File: src/rtl/dlx_control.sv
// ----------------------------------------------------------------------------
// dlx_control -- multi-cycle DLX controller
//
// Sequences each instruction through IDLE -> FETCH -> DECODE -> EXEC
// [-> MEM] [-> WB] -> FETCH. The state is registered. Every datapath
// strobe/select is decoded combinationally from the state, the IR contents
// and the zero/mem_ready inputs.
//
// A wait counter watches FETCH and MEM. If memory fails to respond for
// WAIT_LIMIT consecutive cycles, the controller drops the memory strobe,
// raises bus_err and parks in TRAP until reset.
//
// Parameters:
//   WAIT_LIMIT  consecutive no-ready cycles in FETCH/MEM before a bus error
//               (1..255, default 15)
//
// Optional feature (compile-time macro):
//   DLX_CONTROL_ILLEGAL_TRAP_EN  undefined opcodes/funcs trap with illegal=1;
//                                when undefined they run as a NOP and
//                                illegal is tied low.
//
// Ports:
//   clk        in   clock, rising edge
//   rst_n      in   asynchronous active-low reset
//   instr      in   IR contents (opcode = [31:26], func = [5:0])
//   zero       in   ALU zero flag (branch condition)
//   mem_ready  in   memory completion strobe
//   alu_op     out  ALU operation code
//   alu_src_b  out  B select: 0 reg B, 1 const 4, 2 sign-extended imm16
//   alu_src_a  out  A select: 0 PC, 1 reg A
//   ir_write, pc_write, mem_read, mem_write, reg_write, reg_dst, mem_to_reg
//              out  datapath strobes/selects
//   pc_src     out  PC source: 0 ALU out, 1 branch target, 2 jump target
//   bus_err, illegal, halted
//              out  sticky status flags
//   state      out  current state encoding (debug)
// ----------------------------------------------------------------------------
module dlx_control #(
   parameter int WAIT_LIMIT = 15
) (
   input  logic        clk,
   input  logic        rst_n,
   input  logic [31:0] instr,
   input  logic        zero,
   input  logic        mem_ready,
   output logic [5:0]  alu_op,
   output logic [1:0]  alu_src_b,
   output logic        alu_src_a,
   output logic        ir_write,
   output logic        pc_write,
   output logic        mem_read,
   output logic        mem_write,
   output logic        reg_write,
   output logic        reg_dst,
   output logic        mem_to_reg,
   output logic [1:0]  pc_src,
   output logic        bus_err,
   output logic        illegal,
   output logic        halted,
   output logic [2:0]  state
);

   typedef enum logic [2:0] {
      IDLE   = 3'd0,
      FETCH  = 3'd1,
      DECODE = 3'd2,
      EXEC   = 3'd3,
      MEM    = 3'd4,
      WB     = 3'd5,
      TRAP   = 3'd6
   } state_t;

`ifdef DLX_CONTROL_ILLEGAL_TRAP_EN
   localparam state_t BAD_NEXT = TRAP;
`else
   localparam state_t BAD_NEXT = FETCH;
`endif

   localparam logic [7:0] LIMIT_M1 = 8'(WAIT_LIMIT - 1);

   state_t     cur, nxt;
   logic [7:0] wait_cnt;
   logic       bus_err_q, halted_q;

   logic [5:0] opcode, func, r_op;
   logic       is_rtype, is_itype, is_lw, is_sw, is_beqz, is_bnez, is_j;
   logic       r_legal, in_access, timeout;
   logic       unused_instr_bits;

   // Opcodes executed by the ALU with an immediate operand
   function automatic logic is_alu_imm(input logic [5:0] op);
      case (op)
         6'h08, 6'h0A, 6'h0C, 6'h0D, 6'h0E, 6'h14,
         6'h16, 6'h17, 6'h18, 6'h19, 6'h1A, 6'h1C: return 1'b1;
         default:                                  return 1'b0;
      endcase
   endfunction

   assign opcode            = instr[31:26];
   assign func              = instr[5:0];
   assign unused_instr_bits = ^instr[25:6];

   // R-type funcs fold onto the immediate-form ALU codes; a func is only
   // meaningful if its folded code is one the ALU implements.
   assign r_op     = func[5] ? (func - 6'h18) : (func + 6'h10);
   assign r_legal  = is_alu_imm(r_op);
   assign is_rtype = (opcode == 6'h00);
   assign is_itype = is_alu_imm(opcode);
   assign is_lw    = (opcode == 6'h23);
   assign is_sw    = (opcode == 6'h2B);
   assign is_beqz  = (opcode == 6'h04);
   assign is_bnez  = (opcode == 6'h05);
   assign is_j     = (opcode == 6'h02);

   // Timeout fires in the cycle that would be the WAIT_LIMIT-th without
   // ready; a ready in that same cycle takes priority.
   assign in_access = (cur == FETCH) || (cur == MEM);
   assign timeout   = in_access && !mem_ready && (wait_cnt == LIMIT_M1);

   always_comb begin
      nxt = cur;
      case (cur)
         IDLE:   nxt = FETCH;
         FETCH:  if (mem_ready)    nxt = DECODE;
                 else if (timeout) nxt = TRAP;
         DECODE: nxt = EXEC;
         EXEC:   if ((is_rtype && r_legal) || is_itype) nxt = WB;
                 else if (is_lw || is_sw)                nxt = MEM;
                 else if (is_beqz || is_bnez || is_j)    nxt = FETCH;
                 else                                    nxt = BAD_NEXT;
         MEM:    if (mem_ready)    nxt = is_lw ? WB : FETCH;
                 else if (timeout) nxt = TRAP;
         WB:     nxt = FETCH;
         TRAP:   nxt = TRAP;
         default: nxt = IDLE;
      endcase
   end

   always_comb begin
      alu_op     = 6'h00;
      alu_src_b  = 2'd0;
      alu_src_a  = 1'b0;
      ir_write   = 1'b0;
      pc_write   = 1'b0;
      mem_read   = 1'b0;
      mem_write  = 1'b0;
      reg_write  = 1'b0;
      reg_dst    = 1'b0;
      mem_to_reg = 1'b0;
      pc_src     = 2'd0;
      case (cur)
         FETCH: begin
            alu_src_b = 2'd1;
            alu_op    = 6'h08;
            mem_read  = !timeout;
            if (mem_ready) begin
               ir_write = 1'b1;
               pc_write = 1'b1;
            end
         end
         EXEC: begin
            if (is_rtype && r_legal) begin
               alu_src_a = 1'b1;
               alu_op    = r_op;
            end else if (is_itype) begin
               alu_op    = opcode;
               alu_src_a = 1'b1;
               alu_src_b = 2'd2;
            end else if (is_lw || is_sw) begin
               alu_op    = 6'h08;
               alu_src_a = 1'b1;
               alu_src_b = 2'd2;
            end else if (is_beqz || is_bnez) begin
               alu_src_a = 1'b1;
               pc_src    = 2'd1;
               pc_write  = is_beqz ? zero : !zero;
            end else if (is_j) begin
               pc_src    = 2'd2;
               pc_write  = 1'b1;
            end
         end
         MEM: begin
            if (!timeout) begin
               mem_read  = is_lw;
               mem_write = is_sw;
            end
         end
         WB: begin
            reg_write  = 1'b1;
            reg_dst    = is_rtype;
            mem_to_reg = is_lw;
         end
         default: ;
      endcase
   end

`ifdef DLX_CONTROL_ILLEGAL_TRAP_EN
   logic illegal_q;

   always_ff @(posedge clk or negedge rst_n) begin
      if (!rst_n)                             illegal_q <= 1'b0;
      else if ((cur == EXEC) && (nxt == TRAP)) illegal_q <= 1'b1;
   end

   assign illegal = illegal_q;
`else
   assign illegal = 1'b0;
`endif

   always_ff @(posedge clk or negedge rst_n) begin
      if (!rst_n) begin
         cur       <= IDLE;
         wait_cnt  <= 8'd0;
         bus_err_q <= 1'b0;
         halted_q  <= 1'b0;
      end else begin
         cur      <= nxt;
         // Staying in FETCH/MEM without ready counts; anything else restarts
         wait_cnt <= (in_access && !mem_ready) ? (wait_cnt + 8'd1) : 8'd0;
         if (timeout)      bus_err_q <= 1'b1;
         if (nxt == TRAP)  halted_q  <= 1'b1;
      end
   end

   assign bus_err = bus_err_q;
   assign halted  = halted_q;
   assign state   = cur;

endmodule

File: config.mk
export PLATFORM = sky130hd
export DESIGN_NAME = dlx_control
export DESIGN_NICKNAME = d
export VERILOG_FILES = /design/src/rtl/dlx_control.sv
export SDC_FILE = /design/constraint.sdc
export NUM_CORES = 1
export LEC_CHECK = 0
export CAP_MARGIN = 20
export CORE_ASPECT_RATIO = 0.75
export CORE_UTILIZATION = 37
export CTS_CLUSTER_DIAMETER = 150
export DETAILED_ROUTE_END_ITERATION = 10
export PLACE_DENSITY = 0.85
export SKIP_LAST_GASP = 1
export SLEW_MARGIN = 20
export SYNTH_ARGS = -nofsm -noshare
export SYNTH_HDL_FRONTEND = slang
export SYNTH_SLANG_ARGS = --single-unit
File: constraint.sdc
create_clock -name clk -period 2.59 [get_ports clk]
set_clock_uncertainty 0.05 [all_clocks]
set_input_delay 0.6475 -clock clk [delete_from_list [all_inputs] [get_ports clk]]
set_output_delay 0.6475 -clock clk [all_outputs]
set_load 0.03 [all_outputs]
==> metrics.txt, run 1 <==
outcome=finished with violations; failing checks=negative setup slack; area leader, netlist=dfrtp_1; clk root buf=clkbuf_8; Ys Warns=0; core area=3310 µm²; Hold Crit Class=reg -> reg; vias in the first global route=1455; Cell variety after synth=52; cts hold-fix bufs=0; P&R area growth vs syn=85.3%; Mapped Avg Cell Area=8.48 µm²; port bufs=37; Nets=274; EDFF count, synth=0; clock sink count=13; CTS tree=yes; Cell Pwr Density=557 nW/µm²; Seq/Total Area, Yosys=25.2%; number of I/O pins=60; Fillers=227; Most Crowded Layer GR=met2; Slew Limit Fails=0; vias per std cell=5.97; CTS buffer count=3; GRT met2 Usage=43.9%; Post-DP HPWL=2990 µm; WS Path Type=in -> out; met3 usage=5.52%; Final Hold Vio Count=0; register bit total from synthesis=13; die width=70.1 µm; Remaining DRCs=0; Critical Path Source Type=input port; max_cap viols=0; Post-Syn Area=1290 µm²; standard-cell row count=18; f_max=339 MHz; CP Data Required Time=1.89 ns; M1 GR Usage=31.8%; crit path time final=2.95 ns; post-synth top area share=25.2%; vias post-DR=1636; top post-synthesis cells by area=dfrtp_1, nor2_1, xor2_1, a21oi_1, nand2_1; clk_lat worst skew=0.25 ns; TritonRoute pass-1 iters=5; leakage power=0.994 nW; first-pass GRT wire length=7370 µm; Place WS=-1.14 ns; ANT nets after route=0; n_diodes=0; Max IR drop VDD=307 µV; asr flop ratio synth=100%; max_slew headroom=56.9%; DRT iter0 DRCs=171; H-tree depth=1; RSZ-0062 raised after global routing=yes; final-report setup violation count=9; top post-synthesis cells by count=nor2_1, dfrtp_1, nand2_1; gpl congestion=0.889; initial antenna violation count=0; final core occ=72.1%; Avg WL per Cell=19.5 µm; critical path arrival=2.25 ns; Die Y-Extent=53.1 µm; Total Routing Usage GR=25.8%; Synth Instances=152; pin count of the biggest net entering global routing=14; top-count cell post-synth=nor2_1; total gr overflow=0; Slew @ Worst Pin=0.642 ns; die area=3730 µm²; setup ws final=-0.358 ns; Primary FF master, synth=dfrtp_1; sequential cell area=325 µm²; Post-Route WL=5350 µm; clock tree buffer depth=2; crit path max fanout=3; Worst Setup End Kind=primary output; Multi-input gate area=1130 µm²; Final period util=114%; initial core utilization=38.9%; Tot Pwr=1.33 mW; fraction of layout cells with a size suffix above 1=54.3%; clock slew at reported path FFs=0.05 ns
[report_power, final]
part,internal (mW),switching [mW],leakage [nW]
Combinational,0.349,0.531,0.796
Clock,0.107,0.0784,0.0255
Sequential,0.237,0.0279,0.173
Total,0.693,0.638,0.994
[flip-flops by register name (all words and copies together) (netlist names)]
name      cells
wait_cnt      8
state         3
halted        1
bus_err       1
[timing repair]
action / CTS / global route
buffers inserted: 12 / 6
pin swaps: 27 / 23
endpoints found under the setup margin: 15 / 11
gates resized for setup: 99 / 22
[kinds of logic (layout without fill, tap and decap cells)]
| family | count (synthesis) | after routing | synth area share (%) |
|---|---|---|---|
| muxes | 1 | 1 | 0.777 |
| xor gates and xnor gates | 8 | 8 | 5.44 |
| buffers and inverters | 16 | 97 | 7.57 |
| AOI/OAI and AO/OA | 41 | 41 | 26.6 |
| other | 1 | 2 | 0.291 |
| DFF | 13 | 13 | 25.2 |
| adders and majority gates | 3 | 3 | 2.91 |
| and+or+nand+nor | 69 | 69 | 31.2 |
[cells in the final DEF, fill, tap and decap left out, types with 2 or more instances in the layout]
cell type / instances
dfrtp_1: 13
conb_1: 2
a21oi_1: 6
nand4b_1: 2
buf_6: 26
xnor2_1: 2
buf_12: 2
nand2b_1: 3
a31oi_4: 3
inv_1: 5
o21ai_2: 3
buf_2: 2
a21oi_4: 2
or2_2: 2
nor2_4: 2
nand2_1: 9
o21ai_1: 2
nand2_2: 2
and2b_2: 2
nand3_1: 3
nor2_2: 6
dlygate4sd2_1: 3
nand4_1: 2
buf_4: 41
nand3_2: 2
xor2_1: 6
or2b_1: 2
a32oi_2: 2
nor2_1: 12
or3_1: 2
a21oi_2: 2
o21ai_0: 5
nor4_4: 4
nor3_1: 2
clkdlybuf4s50_1: 10
ha_1: 2
clkbuf_8: 3
a211oi_4: 2
a32oi_4: 2
buf_8: 2
[final cells by class]
cell class	count	share of cell area (%)
clock buffer	3	1.73
tap	40	2.10
sequential	13	13.6
multi-input combinational	124	47.4
clock inverter	1	0.210
timing repair buffer	87	34.0
inverter	6	0.943
[worst max-delay path, cell delays in order]
cell and delay [ns]:
buf_8 0.10, ha_4 0.23, or3b_4 0.39, a31oi_4 0.16
a311oi_4 0.06, buf_4 0.16, a211oi_4 0.28, a21oi_4 0.08
buf_6 0.14
[routing by layer]
metal | share of wire [%] | vias to the layer above
li1 | - | 712
met1 | 39 | 781
met2 | 47 | 107
met3 | 7.3 | 36
met4 | 6.9 | 0
met5 | 0 | -
[worst paths after layout]
check	startpoint	endpoint	slack, ns	cells past startpoint
worst min-delay path	bus_err	bus_err	0.44	1
min in group asynchronous	rst_n	wait_cnt[1]	0.73	1
worst max-delay path	instr[4]	alu_src_a	-0.36	9
max in group asynchronous	rst_n	wait_cnt[2]	1.37	1
worst min register to register	bus_err	bus_err	0.44	1
worst max register to register	wait_cnt[4]	halted	0.72	6
[stage by stage]
stage | std cells | area [µm²] | TNS [ns] | hold WS, ns
detailed placement | 253 | 1920 | -8.34 | 0.411
CTS | 268 | 2250 | -2.09 | 0.424
global placement | 253 | 1920 | -7.98 | 0.409
global route | 274 | 2390 | -2.21 | 0.471
finish | 274 | 2390 | -1.92 | 0.437
floorplan | 153 | 1360 | -0.466 | 0.302
No activity file was read; power rests on OpenSTA's default activity.
==> inputs of run 2 (changes only) <==
==> config.mk (replaced) <==
export PLATFORM = sky130hd
export DESIGN_NAME = dlx_control
export DESIGN_NICKNAME = d
export VERILOG_FILES = /design/src/rtl/dlx_control.sv
export SDC_FILE = /design/constraint.sdc
export NUM_CORES = 1
export LEC_CHECK = 0
export ABC_AREA = 1
export CAP_MARGIN = 20
export CORE_ASPECT_RATIO = 0.75
export CORE_UTILIZATION = 36
export CTS_CLUSTER_DIAMETER = 150
export DETAILED_ROUTE_END_ITERATION = 10
export PLACE_DENSITY = 0.86
export SKIP_LAST_GASP = 1
export SYNTH_ARGS = -nofsm -noshare
export SYNTH_HDL_FRONTEND = slang
export SYNTH_SLANG_ARGS = --single-unit
==> run 2 against run 1 <==
  * The run now ends clean
  * Global-route usage is 2.7 points lower
  * Synthesized cell count increased by 20%
  * Non-clock buffer count is 11 lower
  * Highest routed layer unchanged
  * Die area decreased by 8.6%
  * Largest cell class unchanged
  * Worst hold slack got worse by 0.00072 ns
  * Largest power group unchanged
==> metrics.txt, run 2 <==
Ys Warns=0 (unchanged); CP Cell Sequence=buf_6 > buf_6 > nor2_4 > nand3_2 > nor2_2 > nand2_2 > inv_2 > nand2_4 > buf_4 > a21oi_2 > buf_4; final-report setup violation count=0 (-9); total gr overflow=0 (unchanged); Critical Path Source Type=input port; max FFs per register=8 (unchanged); Top reg by flops=wait_cnt; commonest non-fill, non-tap cell in the layout=buf_4; DRT iter0 DRCs=54 (-68%); vias per std cell=5.02 (-16%); f_max=391 MHz (+15%); CP max stage delay=0.18 ns (-0.21 ns); Slew Limit Fails=0 (unchanged); Post-Syn Area=1140 µm² (-11%); initial antenna violation count=0 (unchanged); Post-DP Area=1770 µm² (-8.0%); vias in the first global route=1372 (-5.7%); clock tree buffer depth=2 (unchanged); Max IR drop VDD=232 µV (-24%); n_diodes=0 (unchanged); crit path max fanout=5 (+2); fraction of layout cells with a size suffix above 1=43.8% (-10 points); P&R area growth vs syn=72.3%; Synth Instances=182 (+20%); initial core utilization=38.4% (-0.57 points); CP Data Required Time=1.89 ns (about the same); die area=3400 µm² (-8.6%); Remaining DRCs=0 (unchanged); crit path time final=2.56 ns (-0.391 ns); max_cap viols=0 (unchanged); Final Hold Vio Count=0 (unchanged); register bit total from synthesis=13 (unchanged); top-count cell post-synth=nand2_1; Primary FF master, synth=dfrtp_1; max_slew headroom=61.1% (+4.2 points); Total Routing Usage GR=23.1% (-2.7 points); H-tree depth=1 (unchanged); Seq/Total Area, Yosys=28.5% (+3.2 points); die width=67.0 µm (-4.4%); post-synth top area share=28.5% (+3.2 points); top post-synthesis cells by count=nand2_1, inv_1, nor2_1; clock slew at reported path FFs=0.05 ns (about the same); first-pass GRT wire length=5960 µm (-19%); gpl congestion=0.852 (-4.2%); RSZ-0062 raised after global routing=yes; clk_lat worst skew=0.25 ns (about the same); Worst Setup End Kind=primary output; TritonRoute pass-1 iters=6 (+1); Slowest cell on crit path=buf_4; WS Path Type=in -> out; setup ws final=0.0327 ns (+0.391 ns); Die Y-Extent=50.8 µm (-4.4%); core area=2980 µm² (-10%); CTS buffer count=3 (unchanged); Mapped Avg Cell Area=6.28 µm² (-26%); Slew @ Worst Pin=0.581 ns (-0.0605 ns); Avg WL per Cell=13.2 µm (-32%); outcome=finished, final reports clean; Hold Crit Class=reg -> reg; Cell Pwr Density=602 nW/µm² (+8.2%); critical path arrival=1.86 ns (-0.39 ns); Post-Route WL=3930 µm (-26%); asr flop ratio synth=100% (unchanged); top post-synthesis cells by area=dfrtp_1, nand2_1, inv_1, a21oi_1, nand3_1; Place WS=-0.561 ns (+0.584 ns); vias post-DR=1495 (-8.6%); Nets=300 (+9.5%); EDFF count, synth=0 (unchanged); clk root buf=clkbuf_8; Post-DP HPWL=2670 µm (-11%); standard-cell row count=17 (-1); leakage power=1.00 nW (+0.60%); number of I/O pins=60 (unchanged); CTS tree=yes; most frequent cells in the layout=buf_4, nand2_1, inv_1, nor2_1, dfrtp_1; pin count of the biggest net entering global routing=14 (unchanged); port bufs=37 (unchanged); clock sink count=13 (unchanged); Final period util=98.7% (-15 points); ANT nets after route=0 (unchanged); area leader, netlist=dfrtp_1; design area=1970 µm² (-18%); Cell variety after synth=28 (-46%)
[run 2: changes by cell type after synthesis, sizes merged, moves of 3 or more]
cell,before,now
a32oi,4,0
nand3,5,13
buf,10,3
nor4,5,1
nand2,12,54
nand2b,3,0
nand4,2,5
a31oi,4,0
xor2,6,1
inv,6,33
or2b,3,0
[run 2: critical path, delay by kind of cell]
family / cells / cell delay (ns)
AOI/OAI and AO/OA: 1 / 0.13
and+or+nand+nor: 5 / 0.47
buffers and inverters: 5 / 0.61
[run 2: report_power, final]
group	switching [mW]	internal [mW]	leakage, nW
Clock	0.0734	0.109	0.0228
Sequential	0.0304	0.230	0.166
Combinational	0.450	0.292	0.811
[run 2: kinds of logic after synthesis]
kind of cell | Yosys count | share of synthesized area, %
AND/OR/NAND/NOR | 101 | 40.7
XOR/XNOR | 2 | 1.53
flip-flops | 13 | 28.5
buffers and inverters | 36 | 12.8
AO/OA/AOI/OAI | 26 | 12.8
other | 1 | 0.328
adder cells (fa/ha/maj) | 3 | 3.29
[run 2: repair_timing]
item	CTS	global route
resized for setup	62	34
setup buffers	8	2
pin swaps	17	17
endpoints found under the setup margin	13	9
hold buffers	0	0
[run 2: worst paths after layout]
kind / start / to / slack (ns) / depth (start not counted)
setup / recovery: instr[26] / alu_op[4] / 0.03 / 11
hold reg to reg: halted / halted / 0.44 / 2
max in group asynchronous: rst_n / wait_cnt[7] / 1.39 / 1
min in group asynchronous: rst_n / wait_cnt[3] / 0.72 / 1
setup reg to reg: wait_cnt[0] / state[0] / 0.83 / 10
hold / removal: halted / halted / 0.44 / 2
[run 2: stage by stage]
stage               util (%)  hold slack, ns  power [mW]  setup TNS (ns)  instances
floorplan                  -           0.302       0.660               0        183
global placement        59.3           0.402       0.932           -3.58        287
detailed placement      59.3           0.426       0.943           -3.89        287
CTS                     64.4           0.434        1.15         -0.0116        297
global route            66.1           0.476        1.25          -0.132        298
finish                  66.1           0.436        1.19               0        298
[run 2: area by class of cell]
class	count	area, µm²
clock buffers	4	45.0
fillers	251	1010
inverters	33	126
multi-input cells	134	806
flip-flops and latches	13	325
well taps	38	47.5
repair buffers	76	618
[run 2: per-layer routing]
layer  track usage [%]  part of all wire [%]  vias to the layer above
met5                 0                     0                        -
met1              29.7                    44                      713
met4              6.74                   2.4                        0
li1                  -                     -                      731
met3              4.32                   3.3                       13
met2              38.7                    50                       38
